`config.mk`:
```
export PLATFORM = sky130hd
export DESIGN_NAME = zigzag_encryption_flat
export DESIGN_NICKNAME = d
export VERILOG_FILES = /design/src/rtl/zigzag_encryption_if.sv /design/src/rtl/zigzag_encryption.sv /design/src/flat_wrapper.sv
export SDC_FILE = /design/constraint.sdc
export NUM_CORES = 1
export LEC_CHECK = 0
export ABC_AREA = 1
export BUFFER_PORTS_ARGS = -buffer_cell sky130_fd_sc_hd__buf_2
export CAP_MARGIN = 5
export CORE_UTILIZATION = 55
export DETAILED_ROUTE_END_ITERATION = 8
export PLACE_DENSITY = 0.79
export SLEW_MARGIN = 20
export SYNTH_ARGS = -nofsm -noshare
export SYNTH_HDL_FRONTEND = slang
export SYNTH_SLANG_ARGS = --single-unit
export TNS_END_PERCENT = 20
```
`constraint.sdc`:
```
create_clock -name clk -period 9.64 [get_ports clk]
set_input_delay 0.964 -clock clk [delete_from_list [all_inputs] [get_ports clk]]
set_output_delay 0.964 -clock clk [all_outputs]
set_load 0.005 [all_outputs]
```
`src/rtl/zigzag_encryption_if.sv`:
```
// Character stream bundle for the zigzag (rail-fence) encryptor.
// The master drives plaintext and key; the slave returns busy and ciphertext.
interface zigzag_encryption_if #(
  parameter int D_WIDTH   = 8,
  parameter int KEY_WIDTH = 16
);
  logic [D_WIDTH-1:0]   data_i;
  logic                 valid_i;
  logic [KEY_WIDTH-1:0] key;
  logic                 busy;
  logic [D_WIDTH-1:0]   data_o;
  logic                 valid_o;

  modport master (output data_i, valid_i, key, input busy, data_o, valid_o);
  modport slave  (input data_i, valid_i, key, output busy, data_o, valid_o);
endinterface

```
`src/rtl/zigzag_encryption.sv`:
```
// Rail-fence encryptor: buffers plaintext until the start token, then emits
// the characters rail by rail, one per cycle, using a walking position generator.
module zigzag_encryption #(
  parameter int                 D_WIDTH                = 8,
  parameter int                 KEY_WIDTH              = 16,
  parameter int                 MAX_NOF_CHARS          = 50,
  parameter logic [D_WIDTH-1:0] START_ENCRYPTION_TOKEN = 8'hFA
) (
  input  logic               clk,
  input  logic               rst,
  zigzag_encryption_if.slave bus
);
  localparam int NW = $clog2(MAX_NOF_CHARS + 1);
  localparam int AW = $clog2(MAX_NOF_CHARS);
  localparam int PW = $clog2(3 * MAX_NOF_CHARS + 1);
  localparam logic [NW-1:0] MAX_N = NW'(MAX_NOF_CHARS);

  typedef enum logic {COLLECT, EMIT} state_t;

  state_t               state_q, state_d;
  logic [NW-1:0]        n_q, n_d;
  logic [NW-1:0]        cnt_q, cnt_d;
  logic [PW-1:0]        rails_q, rails_d;
  logic [PW-1:0]        period_q, period_d;
  logic [PW-1:0]        rail_q, rail_d;
  logic [PW-1:0]        pos_q, pos_d;
  logic                 phase_q, phase_d;
  logic [D_WIDTH-1:0]   data_o_q, data_o_d;
  logic                 valid_o_q, valid_o_d;
  logic [D_WIDTH-1:0]   mem_q [MAX_NOF_CHARS];
  logic                 wr_en;

  logic [31:0]   key_w;
  logic [31:0]   n_w;
  logic [PW-1:0] n_ext;
  logic [PW-1:0] rails_calc;
  logic [PW-1:0] step;
  logic [PW-1:0] nxt;

  always_comb begin
    key_w = 32'(bus.key);
    n_w   = 32'(n_q);
    n_ext = PW'(n_q);

    if (key_w <= 32'd1 || n_q == '0)
      rails_calc = PW'(1);
    else if (key_w >= n_w)
      rails_calc = n_ext;
    else
      rails_calc = PW'(key_w);

    // Outer rails stride a full period; middle rails alternate the two partial strides.
    if (rails_q == PW'(1))
      step = PW'(1);
    else if (rail_q == '0 || rail_q == rails_q - PW'(1))
      step = period_q;
    else if (phase_q)
      step = rail_q << 1;
    else
      step = period_q - (rail_q << 1);

    nxt = pos_q + step;
  end

  always_comb begin
    state_d   = state_q;
    n_d       = n_q;
    cnt_d     = cnt_q;
    rails_d   = rails_q;
    period_d  = period_q;
    rail_d    = rail_q;
    pos_d     = pos_q;
    phase_d   = phase_q;
    data_o_d  = '0;
    valid_o_d = 1'b0;
    wr_en     = 1'b0;

    case (state_q)
      COLLECT: begin
        if (bus.valid_i) begin
          if (bus.data_i == START_ENCRYPTION_TOKEN) begin
            state_d  = EMIT;
            rails_d  = rails_calc;
            period_d = (rails_calc - PW'(1)) << 1;
            rail_d   = '0;
            pos_d    = '0;
            phase_d  = 1'b0;
            cnt_d    = '0;
          end else if (n_q < MAX_N) begin
            wr_en = 1'b1;
            n_d   = n_q + NW'(1);
          end
        end
      end
      EMIT: begin
        if (cnt_q < n_q) begin
          valid_o_d = 1'b1;
          data_o_d  = mem_q[pos_q[AW-1:0]];
          cnt_d     = cnt_q + NW'(1);
          if (nxt >= n_ext) begin
            rail_d  = rail_q + PW'(1);
            pos_d   = rail_q + PW'(1);
            phase_d = 1'b0;
          end else begin
            pos_d   = nxt;
            phase_d = ~phase_q;
          end
        end else begin
          state_d = COLLECT;
          n_d     = '0;
        end
      end
      default: state_d = COLLECT;
    endcase
  end

  always_ff @(posedge clk or posedge rst) begin
    if (rst) begin
      state_q   <= COLLECT;
      n_q       <= '0;
      cnt_q     <= '0;
      rails_q   <= '0;
      period_q  <= '0;
      rail_q    <= '0;
      pos_q     <= '0;
      phase_q   <= 1'b0;
      data_o_q  <= '0;
      valid_o_q <= 1'b0;
    end else begin
      state_q   <= state_d;
      n_q       <= n_d;
      cnt_q     <= cnt_d;
      rails_q   <= rails_d;
      period_q  <= period_d;
      rail_q    <= rail_d;
      pos_q     <= pos_d;
      phase_q   <= phase_d;
      data_o_q  <= data_o_d;
      valid_o_q <= valid_o_d;
    end
  end

  // Message storage needs no reset: only positions below n are ever read.
  always_ff @(posedge clk) begin
    if (wr_en) mem_q[n_q[AW-1:0]] <= bus.data_i;
  end

  assign bus.busy    = (state_q == EMIT);
  assign bus.data_o  = data_o_q;
  assign bus.valid_o = valid_o_q;
endmodule

```
`src/flat_wrapper.sv`:
```
// flat-port wrapper written by rule: the top's interface ports become plain ports
module zigzag_encryption_flat 
#(
  parameter int                 D_WIDTH                = 8,
  parameter int                 KEY_WIDTH              = 16,
  parameter int                 MAX_NOF_CHARS          = 50,
  parameter logic [D_WIDTH-1:0] START_ENCRYPTION_TOKEN = 8'hFA
)
  (clk, rst, bus_data_i, bus_valid_i, bus_key, bus_busy, bus_data_o, bus_valid_o);
  zigzag_encryption_if #(.D_WIDTH(D_WIDTH), .KEY_WIDTH(KEY_WIDTH)) bus_i ();
  input  logic clk;
  input  logic rst;
  input wire logic [$bits(bus_i.data_i)-1:0] bus_data_i;
  input wire logic [$bits(bus_i.valid_i)-1:0] bus_valid_i;
  input wire logic [$bits(bus_i.key)-1:0] bus_key;
  output wire logic [$bits(bus_i.busy)-1:0] bus_busy;
  output wire logic [$bits(bus_i.data_o)-1:0] bus_data_o;
  output wire logic [$bits(bus_i.valid_o)-1:0] bus_valid_o;
  assign bus_i.data_i = bus_data_i;
  assign bus_i.valid_i = bus_valid_i;
  assign bus_i.key = bus_key;
  assign bus_busy = bus_i.busy;
  assign bus_data_o = bus_i.data_o;
  assign bus_valid_o = bus_i.valid_o;
  zigzag_encryption #(.D_WIDTH(D_WIDTH), .KEY_WIDTH(KEY_WIDTH), .MAX_NOF_CHARS(MAX_NOF_CHARS), .START_ENCRYPTION_TOKEN(START_ENCRYPTION_TOKEN)) u_core (.clk(clk), .rst(rst), .bus(bus_i));
endmodule
```
* After elaboration in Yosys (flattened, before gate mapping)
Memories as Yosys holds them, arrays and structs flattened. Index checks and enable logic that the tools add are counted.
Storage, ports and cells: register bits after elaboration 54, RAM bits 400, input port bits 27, output and inout bits 10, memories kept 1
Cells by class: add/sub/neg operators 7, order comparisons 5, eq/ne operators 10, muxes and demuxes 40, bitwise logic cells 2, reduce and logical (&&, ||, !) cells 8
Memories:
- u_core.mem_q | words 50, bits a word 8, rd ports 1, clocked after memory_dff 0, wr ports 1, RTL line zigzag_encryption.sv:30 | logic [D_WIDTH-1:0] mem_q [MAX_NOF_CHARS];
Operators with widths (count):
- two-way mux 8 bit | 13
- two-way mux 6 bit | 7
- one-hot mux 8 bit (2 select lines) | 2
- one-hot mux 6 bit (2 select lines) | 2
- >= comparator 16 x 6 -> 1 bit | 1
- less-or-equal comparator 16 x 1 -> 1 bit, second input constant | 1
- two-way mux 1 bit | 14
- adder 6 x 1 -> 6 bit, second input constant | 2
- != test 2 bit, second input constant | 5
- adder 8 x 1 -> 8 bit, second input constant | 1
- adder 8 bit | 1
- == test 8 x 1 -> 1 bit, second input constant | 1
- == test 8 bit | 1
- == test 8 bit, second input constant | 1
- >= comparator 8 x 6 -> 1 bit | 1
- zero test 8 bit | 1
- AND reduction 4 bit | 2
- subtractor 8 x 1 -> 8 bit, second input constant | 1
- subtractor 8 bit | 1
- subtractor 7 x 1 -> 7 bit, second input constant | 1
- zero test 6 bit | 1
- < comparator 6 bit | 1
- < comparator 6 bit, second input constant | 1
- AND reduction 3 bit | 2
- 4 further kinds | 8

* Depth between registers and ports, before layout
Gate-level depths: netlist (run 1).
word-level depth 10, mapped depth 29, depth with buffers taken out 29

* Least setup slack after synthesis (run 1)
Ideal clock, no wire load.
path type reg-to-reg, from register u_core.rails_q[0], to register u_core.rail_q[0], setup time 65 ps, arrival time 3794 ps, required time 9575 ps, path slack 5780 ps, cell stages (with the launch flop) 30, path buffers 0, clock period less this slack 3860 ps, path through dfrtp_1 inv_1 ha_1 inv_1 nand2_1 nand2_1 nand2_1 nor2_1 nand2_1 nor2_2 nand3_2 nand2_4 inv_1 o21ai_0 a31oi_1 ha_1 nand3_1 nand2_1 a21oi_1 o21ai_0 xor2_1 inv_1 ha_1 nand3_1 nand2_1 nor3_4 nand4_4 nand2_4 nand2_1 nand2_1
Between the ends: word-level cells in the longest chain between the ends 9
Ends and longest elaborated chain:
- from (decl) | RTL line zigzag_encryption.sv:23 | logic [PW-1:0] rails_q, rails_d;
- from (signal assigned) | RTL line zigzag_encryption.sv:133 | rails_q <= rails_d;
- subtractor 8 x 1 -> 8 bit | RTL line zigzag_encryption.sv:55 | else if (rail_q == '0 || rail_q == rails_q - PW'(1))
- == test 8 bit | RTL line zigzag_encryption.sv:55
- logical OR 1 bit | RTL line zigzag_encryption.sv:55
- two-way mux 8 bit | RTL line zigzag_encryption.sv:55
- two-way mux 8 bit * | RTL line zigzag_encryption.sv:53 | if (rails_q == PW'(1))
- adder 8 bit * | RTL line zigzag_encryption.sv:62 | nxt = pos_q + step;
- >= comparator 8 x 6 -> 1 bit * | RTL line zigzag_encryption.sv:100 | if (nxt >= n_ext) begin
- != test 2 bit (no line) *
- AND reduction 4 bit (no line) *
- to (signal assigned) | RTL line zigzag_encryption.sv:135 | rail_q <= rail_d;
- to (decl) | RTL line zigzag_encryption.sv:25 | logic [PW-1:0] rail_q, rail_d;
Every way passes the cells marked *; elsewhere a longest branch is shown, timed or not. A chain may end at the register's enable or synchronous reset.

* Worst setup path after layout (run 1)
from register u_core.rails_q[0], to register u_core.rail_q[5]
The elaborated chain is that of the path after synthesis.

==> impl_metrics.tcl, run 1 <==
set metrics [dict create \
    status "complete, no violations" \
    fp.dieArea_sq_mm 0.03698 \
    slowest_delay_ps 390 \
    grtUsageTotal 0.2681 \
    cpMostUsedCell "nand2_1" \
    synth_top_area_share 0.6030 \
    timing.final.crit_period_ps 4382 \
    maxSlewHeadroom 0.3069 \
    sequentialPowerShare 0.386 \
    dp_hpwl_mm 28.86 \
    syn_nets 1814 \
    yosys_warnings 0 \
    pwr-share-comb 0.347 \
    timing.rr.start "u_core.rails_q[0]$_DFFE_PP0P_" \
    synth_area_per_cell_sq_um 11.40 \
    clk_pin_slew_ps 60 \
    initial_core_util 0.5600 \
    num-fill-cells 2687 \
    rrSetupSlack_ps 5260 \
    min_from "u_core.rails_q[1]$_DFFE_PP0P_" \
    p_switching_w 0.002424 \
    core.rowCount 69 \
    ios 37 \
    diodes 0 \
    drcViolationCount 0 \
    synth_cell_type_count 49 \
    vias 13910 \
    root_buffer "clkbuf_16" \
    die_w_um 192.3 \
    slowest_stage "dfrtp_1" \
    hp-class "flop to flop" \
    h-tree-depth 2 \
    syn2layout_area_growth_pct 9.761 \
    fin_crit_sh 0.4546 \
    dr.pass1.iters 8 \
    place_area_sq_mm 0.02046 \
    drive_above_1_share 0.08584 \
    die_y_um 192.3 \
    gr-total-overflow 0 \
    place_worst_setup_slack_ps 5318 \
    cp-start-kind "flop" \
    finalPower_w 0.006231 \
    drv_slew 0 \
    postCtsSetupRepairBufs 0 \
    skew_ps 30.09 \
    syn_area_sq_mm 0.01992 \
    clkLatencyLatePin_ps 590 \
    rsz0062_at_grt "false" \
    routed_wirelength_mm 48.09 \
    worst-endpoint-arrival_ps 4880 \
    post_drt_wl_per_cell_um 21.33 \
    tns_ps 0 \
    swShare 0.3890 \
    clockBufferDepth 3 \
    leakage_nw 7.825 \
    synthFlopType "edfxtp_1" \
    async_flop_share 0.1189 \
    grt_pass1_wl_mm 74.33 \
    worst_setup_path_end_kind "flop" \
    fin_area_sq_mm 0.02186 \
    setup_viol 0 \
    synthMostInstantiatedCell "edfxtp_1" \
    nets 1825 \
    grt_pass1_vias 13270 \
    numCtsBuffers 45 \
    worst_slew_pin_slew_ps 1038 \
    holdWs_ps 507.7 \
    synth-edff-count 400 \
    critical_path.startpoint "u_core.rails_q[0]$_DFFE_PP0P_" \
    synth-seq-cells 454 \
    cts_hold_buffers 0 \
    cts-resized-gates 0 \
    antenna_found_initial 0 \
    syn_inst 1747 \
    cts_tree "built" \
    grt_max_degree 81 \
    final.setup.worst_slack_ps 5258 \
    peakVddDrop_mv 0.2478 \
    ys_seq_area_frac 0.6709 \
    clock.fmax_ghz 0.2282 \
    critPathRequiredTime_ps 10140 \
    synth_common_cells "edfxtp_1 (400), nor2_1 (312), o21ai_0 (246)" \
    ant_nets 0 \
    cp_max_fo 9 \
    internal-power_w 0.003807 \
    crit_type "flop to flop" \
    synth_top_area_cell "edfxtp_1" \
    drtIter0Drc 1926 \
    hold_viol 0 \
    portBuffers 36 \
    yosys-top-cells-area "edfxtp_1 (60%), dfrtp_1 (6.8%), o21ai_0 (6.2%)" \
    timing.max_cap.violations 0 \
    powerDensity_mw_per_mm2 285.0 \
    pwr-share-clk 0.266 \
    vias_per_cell 6.169 \
    coreArea_sq_mm 0.03557 \
    place_congestion 0.9230 \
    cts_sinks 454 \
]
## worst max-delay path, delay by kind of cell, from the launching register on
family                     cells  cell delay, ps
DFF                            1             390
AOI/OAI and AO/OA              5             610
and+or+nand+nor               16            1780
adders and majority gates      3             960
xor gates and xnor gates       1             220
buffers and inverters          4             340
## final cells by class
class / instances / area [sq um] / share of cell area
Clock buffer: 52 / 1195 / 0.05465
Clock inverter: 31 / 210.2 / 0.009614
Inverter: 98 / 385.4 / 0.01763
Multi-Input combinational cell: 1105 / 5812 / 0.2658
Sequential cell: 454 / 13370 / 0.6115
Tap cell: 461 / 576.8 / 0.02638
Timing Repair Buffer: 54 / 315.3 / 0.01442
## through the flow
step,cells,util
after CTS,2255,0.6147
final,2255,0.6147
after floorplan,1747,-
after global routing,2255,0.6147
after detailed placement,2172,0.5752
after global placement,2172,0.5752
## final timing paths
kind | cells past startpoint | endpoint
hold reg to reg | 2 | u_core.rails_q[1]$_DFFE_PP0P_
setup reg to reg | 29 | u_core.rail_q[5]$_DFFE_PP0P_
setup / recovery | 29 | u_core.rail_q[5]$_DFFE_PP0P_
max in group asynchronous | 3 | u_core.pos_q[0]$_DFFE_PP0P_
min in group asynchronous | 3 | u_core.n_q[3]$_DFFE_PP0P_
hold / removal | 2 | u_core.rails_q[1]$_DFFE_PP0P_
## cells by family (layout without fill, tap and decap cells)
logic type      Yosys count  count (layout)  synth area share
simple gates            623             623            0.1335
flops                   454             454            0.6709
compound gates          424             424            0.1240
buf+inv                 188             235           0.03737
fa+ha+maj                40              40           0.02588
xor+xnor                 17              17          0.007852
mux                       1               1         0.0005025
## flip-flops by register name (all words and copies together), names as in the netlist
register / flops
u_core.bus.valid_o: 1
u_core.cnt_q: 6
u_core.phase_q: 1
u_core.rail_q: 8
u_core.period_q: 7
u_core.mem_q: 400
u_core.pos_q: 8
u_core.n_q: 6
u_core.rails_q: 8
u_core.bus.busy: 1
u_core.bus.data_o: 8
## layout by cell type, fill, tap and decap left out, drive strengths merged, types with 2 or more instances in the layout
cell      count
o221ai       54
dfrtp        54
a31oi         4
fa            2
o32ai         2
o211ai       14
a21boi        2
clkinv       31
nand2       182
xnor2         4
bufinv        2
edfxtp      400
a21oi        40
ha           38
clkinvlp      4
o22ai        49
nand3        80
o21bai        3
nor4          3
o21a          4
nor3         23
or2           2
xor2         13
nor2        316
inv          92
nand4        16
buf          54
clkbuf       52
o21ai       249
## power groups by stage
stage	Sequential, W	Combinational, W	Clock (W)
3_5_place_dp	0.00244	0.00210	0
6_report	0.00241	0.00217	0.00166
3_3_place_gp	0.00244	0.00205	0
4_1_cts	0.00240	0.00212	0.00167
2_1_floorplan	0.00233	0.00156	0
5_1_grt	0.00242	0.00237	0.00174
## per-layer routing
layer	up-vias	GRT usage	wire [um]
met2	809	0.4336	23250
met5	-	0	0
met1	6641	0.3645	18820
met4	0	0.1066	1505
li1	6340	-	-
met3	121	0.04292	4519
Note: power is estimated with default switching activity, not from simulation.
==> run 2: changes to the inputs <==
--- a/config.mk
+++ b/config.mk
@@ -5,12 +5,12 @@
 export SDC_FILE = /design/constraint.sdc
 export NUM_CORES = 1
 export LEC_CHECK = 0
-export ABC_AREA = 1
+export ABC_AREA = 0
 export BUFFER_PORTS_ARGS = -buffer_cell sky130_fd_sc_hd__buf_2
 export CAP_MARGIN = 5
 export CORE_UTILIZATION = 55
 export DETAILED_ROUTE_END_ITERATION = 8
-export PLACE_DENSITY = 0.79
+export PLACE_DENSITY = 0.82
 export SLEW_MARGIN = 20
 export SYNTH_ARGS = -nofsm -noshare
 export SYNTH_HDL_FRONTEND = slang
==> constraint.sdc (replaced) <==
create_clock -name clk -period 3.8 [get_ports clk]
set_input_delay 0.38 -clock clk [delete_from_list [all_inputs] [get_ports clk]]
set_output_delay 0.38 -clock clk [all_outputs]
set_load 0.005 [all_outputs]
==> run 2 against run 1 <==
Compared with the run above: the run now ends with negative setup slack left; first-iteration DRC count decreased by 40%; core utilization increased by 2.7 points; count of clock-buffer cells in the layout decreased by 2; sequential power increased by 140%; synthesized cell count decreased by 38%.
==> impl_metrics.tcl, run 2 <==
set metrics [dict create \
    synth_common_cells "edfxtp_1 (400), mux4_2 (128), nor2_1 (83)" \
    syn2layout_area_growth_pct 14.70 \
    final.setup.worst_slack_ps -1072 \
    clockBufferDepth 3 \
    finalNonFillerCells 1688 \
    grt_pass1_wl_mm 71.02 \
    synthFlopType "edfxtp_1" \
    ys_seq_area_frac 0.6897 \
    hp-class "input pin to flop" \
    root_buffer "clkbuf_16" \
    peakVddDrop_mv 0.4387 \
    initial_core_util 0.5595 \
    synth_cell_type_count 66 \
    setup_viol 17 \
    hold_viol 0 \
    routed.top_layer "met4" \
    nets 1267 \
    placed_cells 1603 \
    grt_max_degree 106 \
    final_common_cell "edfxtp_1" \
    yosys_warnings 0 \
    dr_wl_met2_mm 23.49 \
    antenna_found_initial 1 \
    maxSlewHeadroom 0.3326 \
    cp-start-kind "flop" \
    grt_pass1_vias 11100 \
    core.rowCount 68 \
    leakage_nw 7.618 \
    dp_hpwl_mm 28.55 \
    h-tree-depth 2 \
    critPathRequiredTime_ps 4280 \
    timing.rr.start "u_core.rails_q[0]$_DFFE_PP0P_" \
    grtUsageTotal 0.2726 \
    drtIter0Drc 1158 \
    synth_area_per_cell_sq_um 18.01 \
    timing.max_cap.violations 0 \
    coreArea_sq_mm 0.03463 \
    rsz0062_at_grt "true" \
    syn_area_sq_mm 0.01938 \
    min_from "bus_key[4]" \
    vias 10970 \
    fin_crit_sh 1.282 \
    powerDensity_mw_per_mm2 588.9 \
    finalCoreUtilization 0.6418 \
    synth-seq-cells 454 \
    drcViolationCount 0 \
    ios 37 \
    violations "negative setup slack" \
    clk_pin_slew_ps 60 \
    portBuffers 36 \
    wl_met3_mm 4.344 \
    numCtsBuffers 44 \
    syn_inst 1076 \
    die_w_um 189.7 \
    worst_setup_path_end_kind "flop" \
    crit_type "flop to flop" \
    synth_top_area_cell "edfxtp_1" \
    clkLatencyLatePin_ps 560 \
    vias_per_cell 6.496 \
    mostFrequentLayoutCells "edfxtp_1 (400), mux4_2 (128), buf_4 (89)" \
    synth-edff-count 400 \
    critical_path.startpoint "u_core.rails_q[0]$_DFFE_PP0P_" \
    dr.pass1.iters 5 \
    largest_register_ffs 400 \
    cts_sinks 454 \
    drv_slew 0 \
    cts_tree "built" \
    synth_top_area_share 0.6199 \
    worst_slew_pin_slew_ps 997.5 \
    skew_ps 16.28 \
    timing.final.crit_period_ps 4872 \
    worst-endpoint-arrival_ps 5360 \
    wl_met1_mm 17.67 \
    cp_max_fo 5 \
    routed_wirelength_mm 47.54 \
    gr-total-overflow 0 \
    async_flop_share 0.1189 \
    synthMostInstantiatedCell "edfxtp_1" \
    drive_above_1_share 0.2971 \
    yosys-top-cells-area "edfxtp_1 (62%), mux4_2 (15%), dfrtp_1 (7.0%)" \
    die_y_um 189.7 \
    place_congestion 0.9284 \
    ant_nets 0 \
    clock.fmax_ghz 0.2053 \
    fp.dieArea_sq_mm 0.03598 \
    syn_nets 1143 \
    status "finished with violations" \
    post_drt_wl_per_cell_um 28.16 \
    num-fill-cells 2262 \
]
[run 2: cell types whose count changed in the layout (fill, tap and decap cells not counted), sizes merged, moves of 19 or more]
cell / delta
o21ai: -233
nor2: -232
nand2: -139
mux4: +128
buf: +75
inv: -70
nand3: -60
o221ai: -54
o22ai: -46
a21oi: -21
xnor2: +19
[run 2: worst paths after layout]
check                                                  to  slack (ps)  cells after the start
max                           u_core.pos_q[0]$_DFFE_PP0P_       -1070                     22
min                         u_core.rails_q[4]$_DFFE_PP0P_         340                      5
max reg2reg                   u_core.pos_q[0]$_DFFE_PP0P_       -1070                     22
min reg2reg                   u_core.pos_q[7]$_DFFE_PP0P_         530                      1
max in group asynchronous  u_core.bus.data_o[7]$_DFF_PP0_        2530                      4
min in group asynchronous   u_core.rails_q[7]$_DFFE_PP0P_         410                      3
[run 2: worst max-delay path, stage by stage (launching register included)]
cell and delay [ps]:
dfrtp_1 390, or4_4 570, o31ai_4 270, nand3_4 130
a31o_4 270, a211oi_1 280, a21oi_1 90, nor2_1 100
ha_1 260, nand4_1 130, nand4b_1 160, xnor2_2 180
ha_1 320, a221oi_2 270, o21ai_1 130, a21oi_2 140
o311ai_2 130, nor2b_1 190, buf_4 140, mux2i_4 70
buf_6 150, nor3_1 250, a221o_1 160
[run 2: routing by layer]
| metal | up-vias | GRT usage |
|---|---|---|
| met5 | - | 0 |
| met4 | 0 | 0.1154 |
| met3 | 146 | 0.05995 |
| met2 | 632 | 0.4444 |
| met1 | 5612 | 0.3570 |
| li1 | 4575 | - |
[run 2: cells by family (layout without fill, tap and decap cells)]
kind of cell | Yosys count | after routing | share of synthesized area
buf+inv | 75 | 231 | 0.01492
other cells | 0 | 1 | 0
flops | 454 | 454 | 0.6897
simple gates | 233 | 233 | 0.05850
fa+ha+maj | 40 | 40 | 0.02660
compound gates | 94 | 94 | 0.03526
xor+xnor | 33 | 33 | 0.01492
mux | 147 | 147 | 0.1601
[run 2: repair_timing]
item	in CTS	in global routing
cloned	0	0
hold buffers	1	0
pin swaps	4	8
endpoints found under the hold margin	23	0
endpoints found under the setup margin	17	17
setup buffers	4	1
gates resized for setup	4	12
[run 2: through the flow]
stage	cell area [sq um]	hold slack, ps	setup WS, ps	TNS [ps]	power (W)
2_1_floorplan	19420	471.1	-758.8	-10470	0.007600
3_3_place_gp	20660	447.3	-910.6	-13850	0.008473
3_5_place_dp	20670	455.2	-1115	-17110	0.008572
4_1_cts	22150	330.7	-948.2	-15010	0.01301
5_1_grt	22220	360.5	-1341	-20220	0.01350
6_report	22220	335.9	-1072	-15790	0.01309
[run 2: area by class of cell]
class | instances | area [sq um] | area share
inverters | 23 | 86.33 | 0.003885
multi-input cells | 547 | 5853 | 0.2634
repair buffers | 130 | 920.9 | 0.04144
clock buffers | 50 | 1124 | 0.05056
clock inverters | 28 | 296.5 | 0.01334
well taps | 455 | 569.3 | 0.02562
flip-flops and latches | 454 | 13370 | 0.6017
diodes | 1 | 2.502 | 0.0001126
[run 2: where the power goes]
group / switching (W) / leakage (nW) / internal [W]
sequential: 0.000149 / 4.27 / 0.00566
clock: 0.00188 / 0.690 / 0.00248
combinational: 0.00166 / 2.65 / 0.00125
==> run 3: changes to the inputs <==
--- a/config.mk
+++ b/config.mk
@@ -8,9 +8,10 @@
 export ABC_AREA = 0
 export BUFFER_PORTS_ARGS = -buffer_cell sky130_fd_sc_hd__buf_2
 export CAP_MARGIN = 5
-export CORE_UTILIZATION = 55
+export CORE_UTILIZATION = 36
 export DETAILED_ROUTE_END_ITERATION = 8
-export PLACE_DENSITY = 0.82
+export PLACE_DENSITY = 0.6
+export SETUP_SLACK_MARGIN = 0.3
 export SLEW_MARGIN = 20
 export SYNTH_ARGS = -nofsm -noshare
 export SYNTH_HDL_FRONTEND = slang
==> run 3 against run 2 <==
Compared with the run above: the flow still finishes with violations (negative setup slack); cell count grew 16%; routed wire length shrank 2.5%; cell area grew 2.7%; first-iteration DRC count shrank 18%; register-to-register slack gained 190 ps; flip-flop and latch count is the same; critical endpoint is now u_core.pos_q[1]$_DFFE_PP0P_; highest routed layer unchanged; worst hold slack lost 36 ps; total power grew 1.4%; core utilization shrank 21 points; via count shrank 3.1%; sequential power is essentially flat; clock skew grew 8.8 ps.
==> impl_metrics.tcl, run 3 (synthesis results as in run 2) <==
set metrics [dict create \
    status "finished with violations" \
    violations "negative setup slack" \
    worst_setup_path_end_kind "flop" \
    num-fill-cells 4616 \
    timing.max_cap.violations 0 \
    hold_viol 0 \
    vias_per_cell 5.432 \
    drive_above_1_share 0.3210 \
    root_buffer "clkbuf_16" \
    post_drt_wl_per_cell_um 23.70 \
    clkLatencyLatePin_ps 600 \
    grtUsageTotal 0.1732 \
    routed_wirelength_mm 46.37 \
    rsz0062_at_grt "true" \
    core.rowCount 84 \
    hp-class "input pin to flop" \
    die_y_um 234.0 \
    vias 10630 \
    powerDensity_mw_per_mm2 581.3 \
    maxSlewHeadroom 0.3178 \
    finalNonFillerCells 1956 \
    critPathRequiredTime_ps 4260 \
    path_buf_inv 0 \
    final.setup.worst_slack_ps -879.9 \
    holdWs_ps 299.5 \
    grt_pass1_wl_mm 68.91 \
    setup_viol 17 \
    portBuffers 36 \
    clk_pin_slew_ps 60 \
    dp_hpwl_mm 29.04 \
    die_w_um 234.0 \
    cts_tree "built" \
    cp_top_family "simple AND/OR/NAND/NOR gates" \
    placed_cells 1859 \
    skew_ps 25.10 \
    dr.pass1.iters 7 \
    leakage_nw 7.810 \
    place_congestion 0.8525 \
    peakVddDrop_mv 0.3318 \
    final_common_cell "edfxtp_1" \
    gr-total-overflow 0 \
    cp-start-kind "flop" \
    coreArea_sq_mm 0.05287 \
    min_from "bus_key[5]" \
    antenna_found_initial 2 \
    cts_sinks 454 \
    fp.dieArea_sq_mm 0.05475 \
    crit_type "flop to flop" \
    worst_slew_pin_slew_ps 1023 \
    drcViolationCount 0 \
    grt_max_degree 106 \
    drv_slew 0 \
    largest_register_ffs 400 \
    drtIter0Drc 953 \
    numCtsBuffers 46 \
    fin_area_sq_mm 0.02282 \
    clockBufferDepth 3 \
    ant_nets 0 \
    h-tree-depth 2 \
    slowest_stage "or4_4" \
    cp_max_fo 7 \
    place_area_sq_mm 0.02113 \
    grt_pass1_vias 10550 \
    syn2layout_area_growth_pct 17.78 \
    worst-endpoint-arrival_ps 5140 \
    slowest_delay_ps 550 \
    initial_core_util 0.3665 \
    timing.rr.start "u_core.rails_q[0]$_DFFE_PP0P_" \
    timing.final.crit_period_ps 4680 \
    critical_path.startpoint "u_core.rails_q[0]$_DFFE_PP0P_" \
    fin_crit_sh 1.232 \
    tns_ps -13790 \
    mostFrequentLayoutCells "edfxtp_1 (400), mux4_2 (128), buf_4 (121)" \
    clock.fmax_ghz 0.2137 \
    nets 1300 \
    crit_chain "or4_4 -> or4_4 -> nand3_4 -> a31o_4 -> nor2_2 -> a21oi_2 -> nor2_2 -> ha_1 -> a21o_1 -> nand4_1 -> nand4b_1 -> xnor2_2 -> ha_1 -> a221oi_2 -> o21ai_1 -> a21oi_2 -> o311ai_2 -> nor2b_1 -> mux2_4 -> nor2_4 -> a221o_1" \
    ios 37 \
    diodes 0 \
]
-- run 3: what timing repair did --
item,CTS,global route
pin swaps,11,6
resized for setup,9,13
setup endpoints to repair,17,20
endpoints found under the hold margin,30,0
buffers inserted,11,2
hold buffers,1,0
-- run 3: per-layer routing --
| layer | global-route usage | share of wire |
|---|---|---|
| met5 | 0 | 0 |
| met4 | 0.05073 | 0.022 |
| met3 | 0.03283 | 0.061 |
| met2 | 0.2637 | 0.47 |
| met1 | 0.2523 | 0.45 |
-- run 3: final cells by class --
type,count,area (sq um),share of cell area
Tap cell,688,860.8,0.03772
Timing Repair Buffer,161,1150,0.05038
Clock buffer,52,1174,0.05143
Clock inverter,31,317.8,0.01393
Sequential cell,454,13370,0.5859
Inverter,23,86.33,0.003783
Multi-Input combinational cell,547,5862,0.2569
-- run 3: power by group --
group          switching, W  total, W  internal [W]
Combinational       0.00165   0.00296       0.00132
Sequential         0.000124   0.00578       0.00566
Clock               0.00194   0.00452       0.00257
-- run 3: path summary, 6_finish.rpt --
| path | endpoint | slack [ps] | cells past startpoint |
|---|---|---|---|
| worst max-delay path | u_core.pos_q[1]$_DFFE_PP0P_ | -880 | 21 |
| worst min-delay path | u_core.rails_q[5]$_DFFE_PP0P_ | 300 | 5 |
| worst max register to register | u_core.pos_q[1]$_DFFE_PP0P_ | -880 | 21 |
| worst min register to register | u_core.pos_q[7]$_DFFE_PP0P_ | 550 | 1 |
| max in group asynchronous | u_core.bus.data_o[1]$_DFF_PP0_ | 2480 | 4 |
| min in group asynchronous | u_core.period_q[6]$_DFFE_PP0P_ | 460 | 3 |
-- run 3: per-stage QoR --
| stage | setup slack [ps] | power, W | utilization |
|---|---|---|---|
| global route | -1161 | 0.01379 | 0.4317 |
| floorplan | -758.8 | 0.007600 | - |
| global placement | -928.2 | 0.008670 | 0.3997 |
| finish | -879.9 | 0.01327 | 0.4317 |
| detailed placement | -1039 | 0.008709 | 0.3997 |
| CTS | -824.9 | 0.01331 | 0.4306 |
-- run 3: worst reg2reg max path: stages (launching register included) --
cell      delay [ps]
dfrtp_1          410
or4_4            550
or4_4            440
nand3_4           90
a31o_4           190
nor2_2            60
a21oi_2          120
nor2_2            70
ha_1             270
a21o_1           160
nand4_1          110
nand4b_1         160
xnor2_2          180
ha_1             310
a221oi_2         240
o21ai_1          120
a21oi_2          130
o311ai_2         120
nor2b_1          170
mux2_4           240
nor2_4            70
a221o_1          340
